`src/rtl/domain_tdm_if.sv`:
```
// Bundle between the two distrusting sources, the TDM scheduler and the downstream domain mux.
// The master side drives the source words and out_ready. The slave side is the scheduler.
interface domain_tdm_if #(
    parameter int DATA_W = 8,
    parameter int CNT_W  = 8
) ();
    logic              d1_valid;
    logic [DATA_W-1:0] d1_data;
    logic              d1_ready;
    logic              d2_valid;
    logic [DATA_W-1:0] d2_data;
    logic              d2_ready;
    logic              sel;
    logic              out_valid;
    logic [DATA_W-1:0] out_data;
    logic              out_ready;
    logic [CNT_W-1:0]  d1_drop_cnt;
    logic [CNT_W-1:0]  d2_drop_cnt;

    modport master (
        output d1_valid, d1_data, d2_valid, d2_data, out_ready,
        input  d1_ready, d2_ready, sel, out_valid, out_data, d1_drop_cnt, d2_drop_cnt
    );

    modport slave (
        input  d1_valid, d1_data, d2_valid, d2_data, out_ready,
        output d1_ready, d2_ready, sel, out_valid, out_data, d1_drop_cnt, d2_drop_cnt
    );
endinterface

```
`src/rtl/domain_tdm_sched.sv`:
```
// Fixed-schedule time-division mux of two distrusting sources onto one held word.
// A scrub phase between slots wipes the holding register so no word crosses a domain switch.
module domain_tdm_sched #(
    parameter int DATA_W       = 8,
    parameter int SLOT_LEN     = 4,
    parameter int SCRUB_CYCLES = 1,
    parameter int CNT_W        = 8
) (
    input  logic         clk,
    input  logic         rst_n,
    domain_tdm_if.slave  bus
);
    localparam int CMAX = (SLOT_LEN > SCRUB_CYCLES) ? SLOT_LEN : SCRUB_CYCLES;
    localparam int CW   = (CMAX > 1) ? $clog2(CMAX) : 1;

    typedef enum logic [1:0] {
        SLOT_D1  = 2'd0,
        SCRUB_12 = 2'd1,
        SLOT_D2  = 2'd2,
        SCRUB_21 = 2'd3
    } state_t;

    state_t            state_reg;
    logic [CW-1:0]     slot_cnt_reg;
    logic              sel_reg;
    logic              out_valid_reg;
    logic [DATA_W-1:0] out_data_reg;
    logic [CNT_W-1:0]  d1_drop_reg;
    logic [CNT_W-1:0]  d2_drop_reg;

    logic last_slot;
    logic last_scrub;
    logic room;
    logic transfer;
    logic accept;

    assign last_slot  = (slot_cnt_reg == CW'(SLOT_LEN - 1));
    assign last_scrub = (slot_cnt_reg == CW'(SCRUB_CYCLES - 1));
    assign room       = !out_valid_reg || bus.out_ready;
    assign transfer   = out_valid_reg && bus.out_ready;

    // Readies depend only on schedule position and the holding register, never on valid.
    assign bus.d1_ready = (state_reg == SLOT_D1) && !last_slot && room;
    assign bus.d2_ready = (state_reg == SLOT_D2) && !last_slot && room;
    assign accept       = (bus.d1_valid && bus.d1_ready) || (bus.d2_valid && bus.d2_ready);

    assign bus.sel         = sel_reg;
    assign bus.out_valid   = out_valid_reg;
    assign bus.out_data    = out_data_reg;
    assign bus.d1_drop_cnt = d1_drop_reg;
    assign bus.d2_drop_cnt = d2_drop_reg;

    always_ff @(posedge clk or negedge rst_n) begin
        if (!rst_n) begin
            state_reg     <= SLOT_D1;
            slot_cnt_reg  <= '0;
            sel_reg       <= 1'b0;
            out_valid_reg <= 1'b0;
            out_data_reg  <= '0;
            d1_drop_reg   <= '0;
            d2_drop_reg   <= '0;
        end else begin
            case (state_reg)
                SLOT_D1, SLOT_D2: begin
                    if (last_slot) begin
                        state_reg     <= (state_reg == SLOT_D1) ? SCRUB_12 : SCRUB_21;
                        sel_reg       <= (state_reg == SLOT_D1);
                        slot_cnt_reg  <= '0;
                        out_valid_reg <= 1'b0;
                        out_data_reg  <= '0;
                        // A word still pending here is discarded and charged to its own domain.
                        if (out_valid_reg && !bus.out_ready) begin
                            if (state_reg == SLOT_D1) begin
                                if (d1_drop_reg != '1) d1_drop_reg <= d1_drop_reg + 1'b1;
                            end else begin
                                if (d2_drop_reg != '1) d2_drop_reg <= d2_drop_reg + 1'b1;
                            end
                        end
                    end else begin
                        slot_cnt_reg <= slot_cnt_reg + 1'b1;
                        if (accept) begin
                            out_valid_reg <= 1'b1;
                            out_data_reg  <= (state_reg == SLOT_D1) ? bus.d1_data : bus.d2_data;
                        end else if (transfer) begin
                            out_valid_reg <= 1'b0;
                            out_data_reg  <= '0;
                        end
                    end
                end
                default: begin
                    out_valid_reg <= 1'b0;
                    out_data_reg  <= '0;
                    if (last_scrub) begin
                        state_reg    <= (state_reg == SCRUB_12) ? SLOT_D2 : SLOT_D1;
                        sel_reg      <= (state_reg == SCRUB_12);
                        slot_cnt_reg <= '0;
                    end else begin
                        slot_cnt_reg <= slot_cnt_reg + 1'b1;
                    end
                end
            endcase
        end
    end
endmodule

```
`src/flat_wrapper.sv`:
```
// flat-port wrapper written by rule: the top's interface ports become plain ports
module domain_tdm_sched_flat 
#(
    parameter int DATA_W       = 8,
    parameter int SLOT_LEN     = 4,
    parameter int SCRUB_CYCLES = 1,
    parameter int CNT_W        = 8
)
  (clk, rst_n, bus_d1_valid, bus_d1_data, bus_d2_valid, bus_d2_data, bus_out_ready, bus_d1_ready, bus_d2_ready, bus_sel, bus_out_valid, bus_out_data, bus_d1_drop_cnt, bus_d2_drop_cnt);
  domain_tdm_if #(.DATA_W(DATA_W), .CNT_W(CNT_W)) bus_i ();
  input  logic clk;
  input  logic rst_n;
  input wire logic [$bits(bus_i.d1_valid)-1:0] bus_d1_valid;
  input wire logic [$bits(bus_i.d1_data)-1:0] bus_d1_data;
  input wire logic [$bits(bus_i.d2_valid)-1:0] bus_d2_valid;
  input wire logic [$bits(bus_i.d2_data)-1:0] bus_d2_data;
  input wire logic [$bits(bus_i.out_ready)-1:0] bus_out_ready;
  output wire logic [$bits(bus_i.d1_ready)-1:0] bus_d1_ready;
  output wire logic [$bits(bus_i.d2_ready)-1:0] bus_d2_ready;
  output wire logic [$bits(bus_i.sel)-1:0] bus_sel;
  output wire logic [$bits(bus_i.out_valid)-1:0] bus_out_valid;
  output wire logic [$bits(bus_i.out_data)-1:0] bus_out_data;
  output wire logic [$bits(bus_i.d1_drop_cnt)-1:0] bus_d1_drop_cnt;
  output wire logic [$bits(bus_i.d2_drop_cnt)-1:0] bus_d2_drop_cnt;
  assign bus_i.d1_valid = bus_d1_valid;
  assign bus_i.d1_data = bus_d1_data;
  assign bus_i.d2_valid = bus_d2_valid;
  assign bus_i.d2_data = bus_d2_data;
  assign bus_i.out_ready = bus_out_ready;
  assign bus_d1_ready = bus_i.d1_ready;
  assign bus_d2_ready = bus_i.d2_ready;
  assign bus_sel = bus_i.sel;
  assign bus_out_valid = bus_i.out_valid;
  assign bus_out_data = bus_i.out_data;
  assign bus_d1_drop_cnt = bus_i.d1_drop_cnt;
  assign bus_d2_drop_cnt = bus_i.d2_drop_cnt;
  domain_tdm_sched #(.DATA_W(DATA_W), .SLOT_LEN(SLOT_LEN), .SCRUB_CYCLES(SCRUB_CYCLES), .CNT_W(CNT_W)) u_core (.clk(clk), .rst_n(rst_n), .bus(bus_i));
endmodule
```
`config.mk`:
```
export PLATFORM = sky130hd
export DESIGN_NAME = domain_tdm_sched_flat
export DESIGN_NICKNAME = d
export VERILOG_FILES = /design/src/rtl/domain_tdm_if.sv /design/src/rtl/domain_tdm_sched.sv /design/src/flat_wrapper.sv
export SDC_FILE = /design/constraint.sdc
export NUM_CORES = 1
export LEC_CHECK = 0
export BUFFER_PORTS_ARGS = -buffer_cell sky130_fd_sc_hd__buf_2
export CAP_MARGIN = 20
export CORE_MARGIN = 3
export CORE_UTILIZATION = 52
export CTS_BUF_LIST = sky130_fd_sc_hd__clkbuf_8
export DETAILED_ROUTE_END_ITERATION = 12
export HOLD_SLACK_MARGIN = 0.15
export PLACE_DENSITY = 0.82
export SLEW_MARGIN = 25
export SYNTH_ARGS = -nofsm -noshare
export SYNTH_HDL_FRONTEND = slang
export SYNTH_SLANG_ARGS = --single-unit
```
`constraint.sdc`:
```
create_clock -name clk -period 1.82 [get_ports clk]
set_input_delay 0.091 -clock clk [delete_from_list [all_inputs] [get_ports clk]]
set_output_delay 0.091 -clock clk [all_outputs]
set_load 0.05 [all_outputs]
```
* Word-level counts from Yosys, hierarchy flattened
Index checks and enable logic that the tools add are counted.
** Word-level totals
- Bits in registers :: 30
- Input port bits :: 21
- Output and inout bits :: 28
- Logic and storage cells :: 58
** Cells by class
- Add/subtract/negate cells :: 3
- Eq/ne operators :: 7
- Multiplexer cells :: 20
- Bitwise gates (word level) :: 1
- Reduce and logical (&&, ||, !) cells :: 20
** Operator list (number)
- 8-bit 2-to-1 mux :: 5
- 8-bit by 1-bit adder with 8-bit output (second input constant) :: 2
- 2-bit 2-to-1 mux :: 8
- 8-bit != test (second input constant) :: 2
- 5-bit AND reduction :: 2
- 1-bit logical AND :: 8
- 1-bit 2-to-1 mux :: 7
- 2-bit equality test (second input constant) :: 2
- 2-bit zero test :: 2
- 4-bit by 1-bit != test with 1-bit output (second input constant) :: 1
- 1-bit zero test :: 3
- 2-bit by 1-bit adder with 2-bit output (second input constant) :: 1
- 2-bit by 1-bit equality test with 1-bit output (second input constant) :: 1
- 1-bit logical OR :: 2
- 2-bit by 1-bit != test with 1-bit output (second input constant) :: 1
- 2-bit AND reduction :: 1
- 2-bit nonzero test :: 1
- 2-bit OR reduction :: 1
- 1-bit NOT :: 1

* Depth between registers and ports, before layout
Gate-level depths: netlist of the first run.
- Depth after elaboration :: 9
- Gate-level depth with buffers :: 6
- Depth with buffers taken out :: 6

* Worst setup path before layout of the first run
Ideal clock, no wire load.
- Path kind :: reg-to-reg
- From :: reg u_core.d1_drop_reg[0] (netlist: u_core.bus.d1_drop_cnt[0])
- To :: reg u_core.d1_drop_reg[1] (netlist: u_core.bus.d1_drop_cnt[1])
- Library setup time :: 0.125 ns
- Arrival :: 1.692 ns
- Required time :: 1.695 ns
- Slack :: 0.003 ns
- Stages on the path, launching flop included :: 5
- Buffers on the path :: 0
- Period minus slack after synthesis :: 1.817 ns
- Path through :: dfrtp_1 > ha_1 > nand3_1 > o21ai_2 > mux2_2
** Between the ends
- Longest elaborated chain between the ends :: 2
- Elaborated cells between the ends (all ways) :: 3
- Classes of those cells :: add/sub (1); eq/ne (1); reduce/logical (1)
** RTL lines
- from (decl) :: RTL line domain_tdm_sched.sv:28 : logic [CNT_W-1:0] d1_drop_reg;
- from (signal assigned) :: RTL line domain_tdm_sched.sv:74 : if (d1_drop_reg != '1) d1_drop_reg <= d1_drop_reg + 1'b1;
- parallel branches: the longest is 2 deep, another holds 8-bit by 1-bit adder with 8-bit output
Several ways; the timed one is not identified.
A chain may end at the register's enable or synchronous reset.

* Worst setup path in the final report of the first run
- From :: reg u_core.state_reg[1]
- To :: reg u_core.out_data_reg[0] (netlist: u_core.bus.out_data[0])
** Between the ends
- Longest elaborated chain between the ends :: 8
- Elaborated cells between the ends (all ways) :: 15
- Classes of those cells :: eq/ne (2); mux (4); reduce/logical (9)
** RTL lines
- from (decl) :: RTL line domain_tdm_sched.sv:23 : state_t state_reg;
- from (signal assigned) :: RTL line domain_tdm_sched.sv:66 : state_reg <= (state_reg == SLOT_D1) ? SCRUB_12 : SCRUB_21;
- from (signal assigned) :: RTL line domain_tdm_sched.sv:94 : state_reg <= (state_reg == SCRUB_12) ? SLOT_D2 : SLOT_D1;
- 2-bit equality test / 2-bit zero test (equally long branches)
- 1-bit logical AND, on equally long branches (2 in a row) :: RTL line domain_tdm_sched.sv:44, domain_tdm_sched.sv:43
- 1-bit logical AND :: RTL line domain_tdm_sched.sv:45 : assign accept = (bus.d1_valid && bus.d1_ready) || (bus.d2_valid && bus.d2_ready);
- 1-bit logical OR :: RTL line domain_tdm_sched.sv:45
- 8-bit 2-to-1 mux :: RTL line domain_tdm_sched.sv:81 : if (accept) begin
- 8-bit 2-to-1 mux :: RTL line domain_tdm_sched.sv:65 : if (last_slot) begin
- 8-bit 2-to-1 mux :: RTL line domain_tdm_sched.sv:63 : case (state_reg)
- to (signal assigned) :: RTL line domain_tdm_sched.sv:83 : out_data_reg <= (state_reg == SLOT_D1) ? bus.d1_data : bus.d2_data;
- to (decl) :: RTL line domain_tdm_sched.sv:27 : logic [DATA_W-1:0] out_data_reg;
Several ways; a longest one is shown, not always the timed one.

==> impl_metrics.json, run 1 <==
{
  "reg2reg_from": "u_core.state_reg[1]$_DFFE_PN0P_",
  "p_switching_w": 0.000518,
  "clk_pin_slew_worst_paths_ns": 0.07,
  "antenna_found_initial": 0,
  "yosys_register_bits": 30,
  "cp.buffers_inverters": 2,
  "cts.sinks": 30,
  "synth_compound_area_frac": 0.106,
  "async_flop_share": 1.00,
  "synth.area.top_cells": "dfrtp_1 48%, ha_1 7.2%, mux2i_1 5.8%, o2bb2ai_1 4.5%, xor2_1 4.5%",
  "final_hold_viol_count": 0,
  "period_needed_ns": 1.75,
  "drt_wl_total_um": 3970,
  "synth_top_family_by_area": "simple AND/OR/NAND/NOR gates",
  "gp_congestion": 0.758,
  "cp_slowest_cell": "dfrtp_1",
  "powerDensity_mw_per_mm2": 759,
  "outcome": "finished clean",
  "maxCapViolations": 0,
  "area_growth_pct": 38.5,
  "seq_power_share": 0.460,
  "regArea_um2": 751,
  "dp_slack_ns": 0.0171,
  "pwr-share-clk": 0.334,
  "num_rows": 19,
  "yosys.cell_types.count": 33,
  "nNetsFinal": 244,
  "tns_ns": 0,
  "synth_commonest_cells": "30 x dfrtp_1, 13 x nand2_1, 10 x inv_1, 9 x ha_1, 9 x mux2i_1",
  "clock_skew_ns": 0.00536,
  "worstPathArrival_ns": 1.95,
  "wl_per_cell_um": 16.1,
  "synth_edf_count": 0,
  "fin_ws_ns": 0.0702,
  "intPower_w": 0.00112,
  "min_to": "u_core.bus.out_valid$_DFFE_PN0P_",
  "synthAdderAreaFrac": 0.0724,
  "htree_num_levels": 2,
  "synth_area_leader_cell": "dfrtp_1",
  "synth_mux_area_frac": 0.0869,
  "cp.required_ns": 2.02,
  "io_buffer_count": 48,
  "viasPerCell": 5.60,
  "worstSetupStartpoint": "u_core.state_reg[1]$_DFFE_PN0P_",
  "final_max_slew_viol_count": 0,
  "grt_max_degree": 31,
  "fillers": 199,
  "synth.avg_cell_area_um2": 11.3,
  "synth_xor_area_frac": 0.0676,
  "slowest_delay_ns": 0.39,
  "fin_crit_sh": 0.961,
  "swShare": 0.317,
  "synthesis.area_mm2": 0.00156,
  "hp-class": "input port to flop",
  "coreArea_mm2": 0.00281,
  "fmax_mhz": 571,
  "ys_warn_count": 0,
  "reg2reg_depth": 7,
  "rr_endpoint": "u_core.bus.out_data[0]$_DFFE_PN0P_",
  "design_area_mm2": 0.00215,
  "path_class": "flop to flop",
  "stdcell_count": 246,
  "drive_gt1_frac": 0.344,
  "end_kind": "flop",
  "ys_seq_area_frac": 0.483,
  "gr-total-overflow": 0,
  "initial_core_util": 0.554,
  "post-synth-top-area-fraction": 0.483,
  "synth-simple-area-share": 0.153,
  "clock_latency_ns": 0.28,
  "fp.dieH_um": 60.7,
  "relSlewSlack": 0.557,
  "synth-main-ff-cell": "dfrtp_1",
  "placedCellCount": 219,
  "synth_most_common_cell": "dfrtp_1",
  "dr_total_vias": 1378,
  "placed_cell_area_mm2": 0.00185,
  "dieArea_mm2": 0.00368,
  "p_leak_nw": 1.15,
  "drc_errors": 0,
  "ir_drop_v": 0.000672,
  "power_frac_comb": 0.205,
  "path_cells": "inv_1, ha_4, a22o_1, mux2_2, nor3_4, buf_6, o2bb2ai_1",
  "whs_ns": 0.257,
  "grt_pass1_wl_um": 6220,
  "gr-usage-all-layers": 0.236,
  "worstPathMaxFanout": 8,
  "clockBufferDepth": 2,
  "antenna_left": 0,
  "diodes": 0,
  "whs_path_depth": 4,
  "grt_pass1_vias": 1369,
  "crit_family": "flip-flops",
  "hpwl_um": 2550,
  "min_from": "bus_out_ready",
  "start_kind": "flop",
  "dieWidth_um": 60.7,
  "synth_nets": 168,
  "dr.pass1.iters": 4,
  "numCtsBuffers": 5,
  "cts_tree": "done",
  "root_buffer": "clkbuf_8",
  "drt_iter0_drc": 73,
  "multi_input_area_um2": 772,
  "synthCells": 138,
  "setup_viol_count_final": 0,
  "tightest_slew_ns": 0.664,
  "r2r_slack_ns": 0.07,
  "ioPinCount": 49
}
## placed cells by master (no fill, tap or decap), types with 2 or more instances in the layout
cell type      netlist  final
and3_1               2      2
o2bb2ai_1            8      8
dfrtp_1             30     30
xnor2_1              4      4
a21oi_1              7      6
buf_2                0     46
buf_4                1      6
mux2_2               4      4
clkbuf_8             0      6
and2_1               2      2
nand3_1              6      6
xor2_1               8      8
dlygate4sd3_1        0     17
nand2_1             13     13
ha_1                 9      8
mux2i_1              9      9
inv_1               10     10
nor3_1               3      3
nor2_1               5      5
## repair_timing
| action | in CTS | in global routing |
|---|---|---|
| pin swaps | 1 | 1 |
| endpoints found under the setup margin | 1 | 11 |
| setup buffers | 1 | 1 |
| hold buffers | 17 | 0 |
| resized for setup | 0 | 8 |
| endpoints found under the hold margin | 38 | 0 |
## tightest hold or removal path: cells and delay by family
kind	cells	cell delay [ns]
AO/OA/AOI/OAI	1	0.15
buffers and inverters	2	0.19
AND/OR/NAND/NOR	1	0.06
## layer usage
| layer | vias up | global-route usage | part of all wire |
|---|---|---|---|
| met5 | - | 0 | 0 |
| met1 | 668 | 0.272 | 0.39 |
| met3 | 20 | 0.0830 | 0.049 |
| met4 | 0 | 0.146 | 0.050 |
| li1 | 640 | - | - |
| met2 | 50 | 0.376 | 0.52 |
## how the worst max path moves through the flow
stage                                                        to  slack [ns]  cells after the start
after floorplan           u_core.bus.d1_drop_cnt[1]$_DFFE_PN0P_       0.003                      4
after global placement       u_core.bus.out_data[7]$_DFFE_PN0P_        0.11                      7
after detailed placement     u_core.bus.out_data[0]$_DFFE_PN0P_        0.02                      7
after CTS                                          bus_d2_ready        0.01                      5
after global routing         u_core.bus.out_data[0]$_DFFE_PN0P_       -0.01                      7
final                        u_core.bus.out_data[0]$_DFFE_PN0P_        0.07                      7
## kinds of logic (layout without fill, tap and decap cells)
logic type	after synthesis	in the layout
flops	30	30
buf+inv	12	89
fa+ha+maj	9	9
xor+xnor	12	12
simple gates	39	39
compound gates	23	23
mux	13	13
## area by class of cell
class / instances / area share
Clock buffer: 6 / 0.0383
Clock inverter: 2 / 0.00407
Inverter: 10 / 0.0174
Multi-Input combinational cell: 96 / 0.358
Sequential cell: 30 / 0.348
Tap cell: 31 / 0.0180
Timing Repair Buffer: 71 / 0.215
## power groups by stage
stage / clock network [W] / logic (W) / registers (W)
3_5_place_dp: 0 / 0.000305 / 0.000765
2_1_floorplan: 0 / 0.0000750 / 0.000895
3_3_place_gp: 0 / 0.000299 / 0.000761
4_1_cts: 0.000553 / 0.000334 / 0.000753
5_1_grt: 0.000587 / 0.000358 / 0.000760
6_report: 0.000547 / 0.000335 / 0.000753
## metrics by stage
stage	utilization	power, W
after CTS	0.756	0.00164
after floorplan	-	0.000970
after global placement	0.661	0.00106
after global routing	0.768	0.00171
final	0.768	0.00164
after detailed placement	0.661	0.00107
(Power assumes the default switching activity.)
==> run 2: changes to the inputs <==
--- a/config.mk
+++ b/config.mk
@@ -6,12 +6,12 @@
 export NUM_CORES = 1
 export LEC_CHECK = 0
-export BUFFER_PORTS_ARGS = -buffer_cell sky130_fd_sc_hd__buf_2
 export CAP_MARGIN = 20
 export CORE_MARGIN = 3
-export CORE_UTILIZATION = 52
+export CORE_UTILIZATION = 55
 export CTS_BUF_LIST = sky130_fd_sc_hd__clkbuf_8
 export DETAILED_ROUTE_END_ITERATION = 12
+export DONT_BUFFER_PORTS = 1
 export HOLD_SLACK_MARGIN = 0.15
-export PLACE_DENSITY = 0.82
+export PLACE_DENSITY = 0.73
 export SLEW_MARGIN = 25
 export SYNTH_ARGS = -nofsm -noshare
==> constraint.sdc (replaced) <==
create_clock -name clk -period 1.82 [get_ports clk]
set_input_delay 0.091 -clock clk [delete_from_list [all_inputs] [get_ports clk]]
set_output_delay 0.091 -clock clk [all_outputs]
set_load 0.1 [all_outputs]
==> run 2 against run 1 <==
Against the previous run:
- non-clock buffer count fell by 17
- via count shrank 5.1%
- first-iteration DRC count decreased by 21%
- global-route usage up 3.9 points
- sequential power decreased by 1%
- register-to-register slack gained 0.02 ns
- sequential cell count unchanged
- setup slack got worse by 0.0048 ns
- maximum frequency down 0.27%
==> impl_metrics.json, run 2 (same netlist as run 1, synthesis figures left out) <==
{
  "num_rows": 18,
  "slowest_delay_ns": 0.40,
  "clock_skew_ns": 0.00493,
  "dieArea_mm2": 0.00350,
  "hpwl_um": 2640,
  "mostFrequentLayoutCells": "31 x buf_4, 18 x dlygate4sd3_1, 17 x dfrtp_2",
  "rsz0062_at_grt": "no",
  "hp-class": "input port to flop",
  "clk_pin_slew_worst_paths_ns": 0.06,
  "drt_wl_total_um": 4240,
  "maxCapViolations": 0,
  "fin_crit_sh": 0.964,
  "nNetsFinal": 227,
  "dr_total_vias": 1308,
  "drc_errors": 0,
  "grt_max_degree": 31,
  "fmax_mhz": 570,
  "clock_latency_ns": 0.28,
  "cts_tree": "done",
  "root_buffer": "clkbuf_8",
  "whs_ns": 0.185,
  "dr.pass1.iters": 4,
  "final_hold_viol_count": 0,
  "relSlewSlack": 0.749,
  "period_needed_ns": 1.75,
  "cp.buffers_inverters": 2,
  "antenna_left": 0,
  "viasPerCell": 5.74,
  "initial_core_util": 0.600,
  "grt_pass1_wl_um": 6880,
  "worstPathMaxFanout": 7,
  "start_kind": "flop",
  "gp_congestion": 0.797,
  "crit_family": "flip-flops",
  "coreArea_mm2": 0.00259,
  "cp_slowest_cell": "dfrtp_1",
  "clockBufferDepth": 2,
  "dieWidth_um": 59.2,
  "path_class": "flop to output pin",
  "ioPinCount": 49,
  "worstPathArrival_ns": 1.66,
  "path_cells": "ha_1, buf_4, a21oi_2, and2_1, buf_12",
  "cp.required_ns": 1.73,
  "setup_viol_count_final": 0,
  "io_buffer_count": 0,
  "wl_per_cell_um": 18.6,
  "numCtsBuffers": 5,
  "fp.dieH_um": 59.2,
  "ir_drop_v": 0.000967,
  "final_max_slew_viol_count": 0,
  "p_leak_nw": 1.07,
  "dp_slack_ns": -0.00394,
  "final_common_cell": "buf_4",
  "drive_gt1_frac": 0.384,
  "fin_ws_ns": 0.0654,
  "diodes": 0,
  "gr-total-overflow": 0,
  "tightest_slew_ns": 0.377,
  "antenna_found_initial": 0,
  "area_growth_pct": 43.3,
  "drt_iter0_drc": 58,
  "grt_pass1_vias": 1438,
  "powerDensity_mw_per_mm2": 819,
  "end_kind": "output pin",
  "outcome": "finished clean",
  "cts.sinks": 30,
  "htree_num_levels": 2,
  "gr-usage-all-layers": 0.275
}
run 2: cell types whose count changed in the layout (fill, tap and decap cells not counted), moves of 4 or more:
cell / before / now
dfrtp_1: 30 / 13
buf_12: 0 / 4
buf_4: 6 / 31
buf_2: 46 / 0
dfrtp_2: 0 / 17
run 2: per-layer routing:
metal  global-route usage  part of all wire  vias to the layer above
li1                     -                 -                      603
met1                0.291              0.37                      647
met2                0.494              0.56                       50
met3               0.0784             0.054                        8
met4                0.139             0.021                        0
met5                    0                 0                        -
run 2: path summary, 6_finish.rpt:
path	start	endpoint	slack, ns	cells after the start
min	bus_out_ready	u_core.bus.d2_drop_cnt[2]$_DFFE_PN0P_	0.19	3
min in group asynchronous	rst_n	u_core.bus.d2_drop_cnt[6]$_DFFE_PN0P_	0.26	2
max in group asynchronous	rst_n	u_core.bus.d1_drop_cnt[5]$_DFFE_PN0P_	1.38	2
max	u_core.slot_cnt_reg[0]$_DFF_PN0_	bus_d2_ready	0.07	5
min reg2reg	u_core.bus.d1_drop_cnt[5]$_DFFE_PN0P_	u_core.bus.d1_drop_cnt[5]$_DFFE_PN0P_	0.50	1
max reg2reg	u_core.state_reg[1]$_DFFE_PN0P_	u_core.bus.out_data[3]$_DFFE_PN0P_	0.09	7
run 2: layout make-up:
class	count	area [µm²]
Inverter	10	37.5
Tap cell	30	37.5
Timing Repair Buffer	54	508
Fill cell	131	362
Multi-Input combinational cell	96	782
Clock inverter	2	8.76
Clock buffer	6	82.6
Sequential cell	30	772
run 2: worst reg2reg max path, cell delays in order, from the launching register on:
cell and delay, ns:
dfrtp_1 0.41, inv_2 0.08, ha_4 0.18, a22o_1 0.26, mux2_4 0.30, nor3_4 0.15, buf_12 0.15, o2bb2ai_1 0.12
run 2: through the flow:
step	std cells	setup TNS, ns	area [µm²]	utilization	power (W)
3_5_place_dp	198	-0.00543	1870	0.722	0.00122
5_1_grt	228	0	2230	0.860	0.00190
6_report	228	0	2230	0.860	0.00182
2_1_floorplan	138	-0.0299	1580	-	0.00113
4_1_cts	226	0	2180	0.843	0.00181
3_3_place_gp	198	0	1870	0.722	0.00121
run 2: what timing repair did:
item                                   in CTS  in global routing
endpoints found under the hold margin      39                  0
setup endpoints to repair                   8                 14
pin swaps                                   1                  2
buffers inserted                            1                  2
hold buffers                               19                  0
gates resized for setup                     1                  8
run 2: power by group:
part	total [W]	switching, W	internal [W]
clock network	0.000543	0.000244	0.000299
logic	0.000538	0.000407	0.000131
registers	0.000744	0.0000313	0.000712
==> run 3: changes to the inputs <==
Settings changed: GPL_ROUTABILITY_DRIVEN set to 0, MAX_ROUTING_LAYER set to met4.
Clock period 1.82 ns to 2.2 ns, I/O delays scaled along.
==> run 3 against run 2 <==
Against the previous run:
- routed wire length shrank 9.3%
- sequential share of layout area rose by 0.71 points
- critical path depth up 1
- clock power grew 3.7%
- sequential power down 19%
- register-to-register slack better by 0.03 ns
- cell count decreased by 2.6%
- global-route usage shrank 1.2 points
- die area unchanged
==> impl_metrics.json, run 3 (same netlist as run 1, synthesis figures left out) <==
{
  "outcome": "finished clean",
  "final_max_slew_viol_count": 0,
  "ioPinCount": 49,
  "dr_total_vias": 1253,
  "io_buffer_count": 0,
  "drt_wl_total_um": 3840,
  "tns_ns": 0,
  "cts.sinks": 30,
  "cts_tree": "done",
  "htree_num_levels": 2,
  "dieWidth_um": 59.2,
  "grt_max_degree": 31,
  "start_kind": "flop",
  "fin_crit_sh": 0.947,
  "p_leak_nw": 1.07,
  "worstPathMaxFanout": 13,
  "clockBufferDepth": 2,
  "hp-class": "input port to flop",
  "grt_pass1_vias": 1343,
  "grt_pass1_wl_um": 6400,
  "relSlewSlack": 0.743,
  "coreArea_mm2": 0.00259,
  "final_common_cell": "dfrtp_1",
  "clock_skew_ns": 0.00536,
  "drc_errors": 0,
  "gr-usage-all-layers": 0.263,
  "dr.pass1.iters": 4,
  "design_area_mm2": 0.00212,
  "cp.required_ns": 2.36,
  "final_hold_viol_count": 0,
  "period_needed_ns": 2.08,
  "setup_viol_count_final": 0,
  "powerDensity_mw_per_mm2": 753,
  "antenna_left": 0,
  "clock_latency_ns": 0.28,
  "root_buffer": "clkbuf_8",
  "fp.dieH_um": 59.2,
  "num_rows": 18,
  "fmax_mhz": 480,
  "wl_per_cell_um": 17.3,
  "drt_iter0_drc": 67,
  "nNetsFinal": 222,
  "numCtsBuffers": 5,
  "gr-total-overflow": 0,
  "drive_gt1_frac": 0.250,
  "rsz0062_at_grt": "no",
  "tightest_slew_ns": 0.385,
  "maxCapViolations": 0,
  "viasPerCell": 5.64,
  "ir_drop_v": 0.000936,
  "end_kind": "flop",
  "worstPathArrival_ns": 2.24,
  "fin_ws_ns": 0.118,
  "dieArea_mm2": 0.00350,
  "area_growth_pct": 36.5,
  "dp_slack_ns": 0.405,
  "initial_core_util": 0.600,
  "diodes": 0,
  "placed_cell_area_mm2": 0.00181,
  "antenna_found_initial": 0,
  "path_class": "flop to flop",
  "mostFrequentLayoutCells": "30 x dfrtp_1, 29 x buf_4, 18 x dlygate4sd3_1",
  "clk_pin_slew_worst_paths_ns": 0.06,
  "hpwl_um": 2340
}
## run 3: critical path: stages, from the launching register on
cell,delay (ns)
dfrtp_1,0.40
inv_1,0.11
ha_1,0.26
buf_6,0.21
mux2i_1,0.27
dlygate4sd3_1,0.63
o2bb2ai_1,0.08
## run 3: area by class of cell
cell class / instances / area (µm²)
multi-input combinational: 96 / 756
tap: 30 / 37.5
clock inverter: 1 / 30.0
inverter: 10 / 37.5
fill: 145 / 467
sequential: 30 / 751
clock buffer: 6 / 82.6
timing repair buffer: 49 / 429
## run 3: worst paths after layout
path                                                    start  slack (ns)  cells past startpoint                               endpoint
min                                             bus_out_ready        0.19                      3     u_core.bus.out_data[3]$_DFFE_PN0P_
max                           u_core.state_reg[0]$_DFFE_PN0P_        0.12                      6     u_core.bus.out_data[5]$_DFFE_PN0P_
min in group asynchronous                               rst_n        0.27                      2     u_core.bus.out_data[7]$_DFFE_PN0P_
max in group asynchronous                               rst_n        1.77                      2  u_core.bus.d2_drop_cnt[0]$_DFFE_PN0P_
min reg2reg                u_core.bus.out_data[4]$_DFFE_PN0P_        0.49                      1     u_core.bus.out_data[4]$_DFFE_PN0P_
max reg2reg                   u_core.state_reg[0]$_DFFE_PN0P_        0.12                      6     u_core.bus.out_data[5]$_DFFE_PN0P_
## run 3: per-stage QoR
stage	hold WS [ns]	cells	power, W	util
after floorplan	-0.186	138	0.000924	-
after global placement	-0.185	196	0.000992	0.698
after detailed placement	-0.185	196	0.00101	0.698
after CTS	0.187	222	0.00161	0.818
after global routing	0.199	222	0.00166	0.820
final	0.191	222	0.00160	0.820
## run 3: repair_timing
item,4_1_cts,5_1_grt
setup endpoints to repair,0,1
gates resized for setup,0,1
hold endpoints to repair,39,0
buffers inserted,0,0
hold buffers,19,0
## run 3: where the power goes
part / leakage, nW / internal (W) / switching, W
Sequential: 0.397 / 0.000584 / 0.0000225
Clock: 0.0573 / 0.000362 / 0.000201
Combinational: 0.619 / 0.000105 / 0.000325
Total: 1.07 / 0.00105 / 0.000548
## run 3: metal layers
metal,global-route usage,share of wire,up-vias
met5,-,0,-
met4,0.0777,0.013,0
met3,0.0719,0.058,6
met2,0.468,0.52,51
met1,0.284,0.41,601
li1,-,-,595
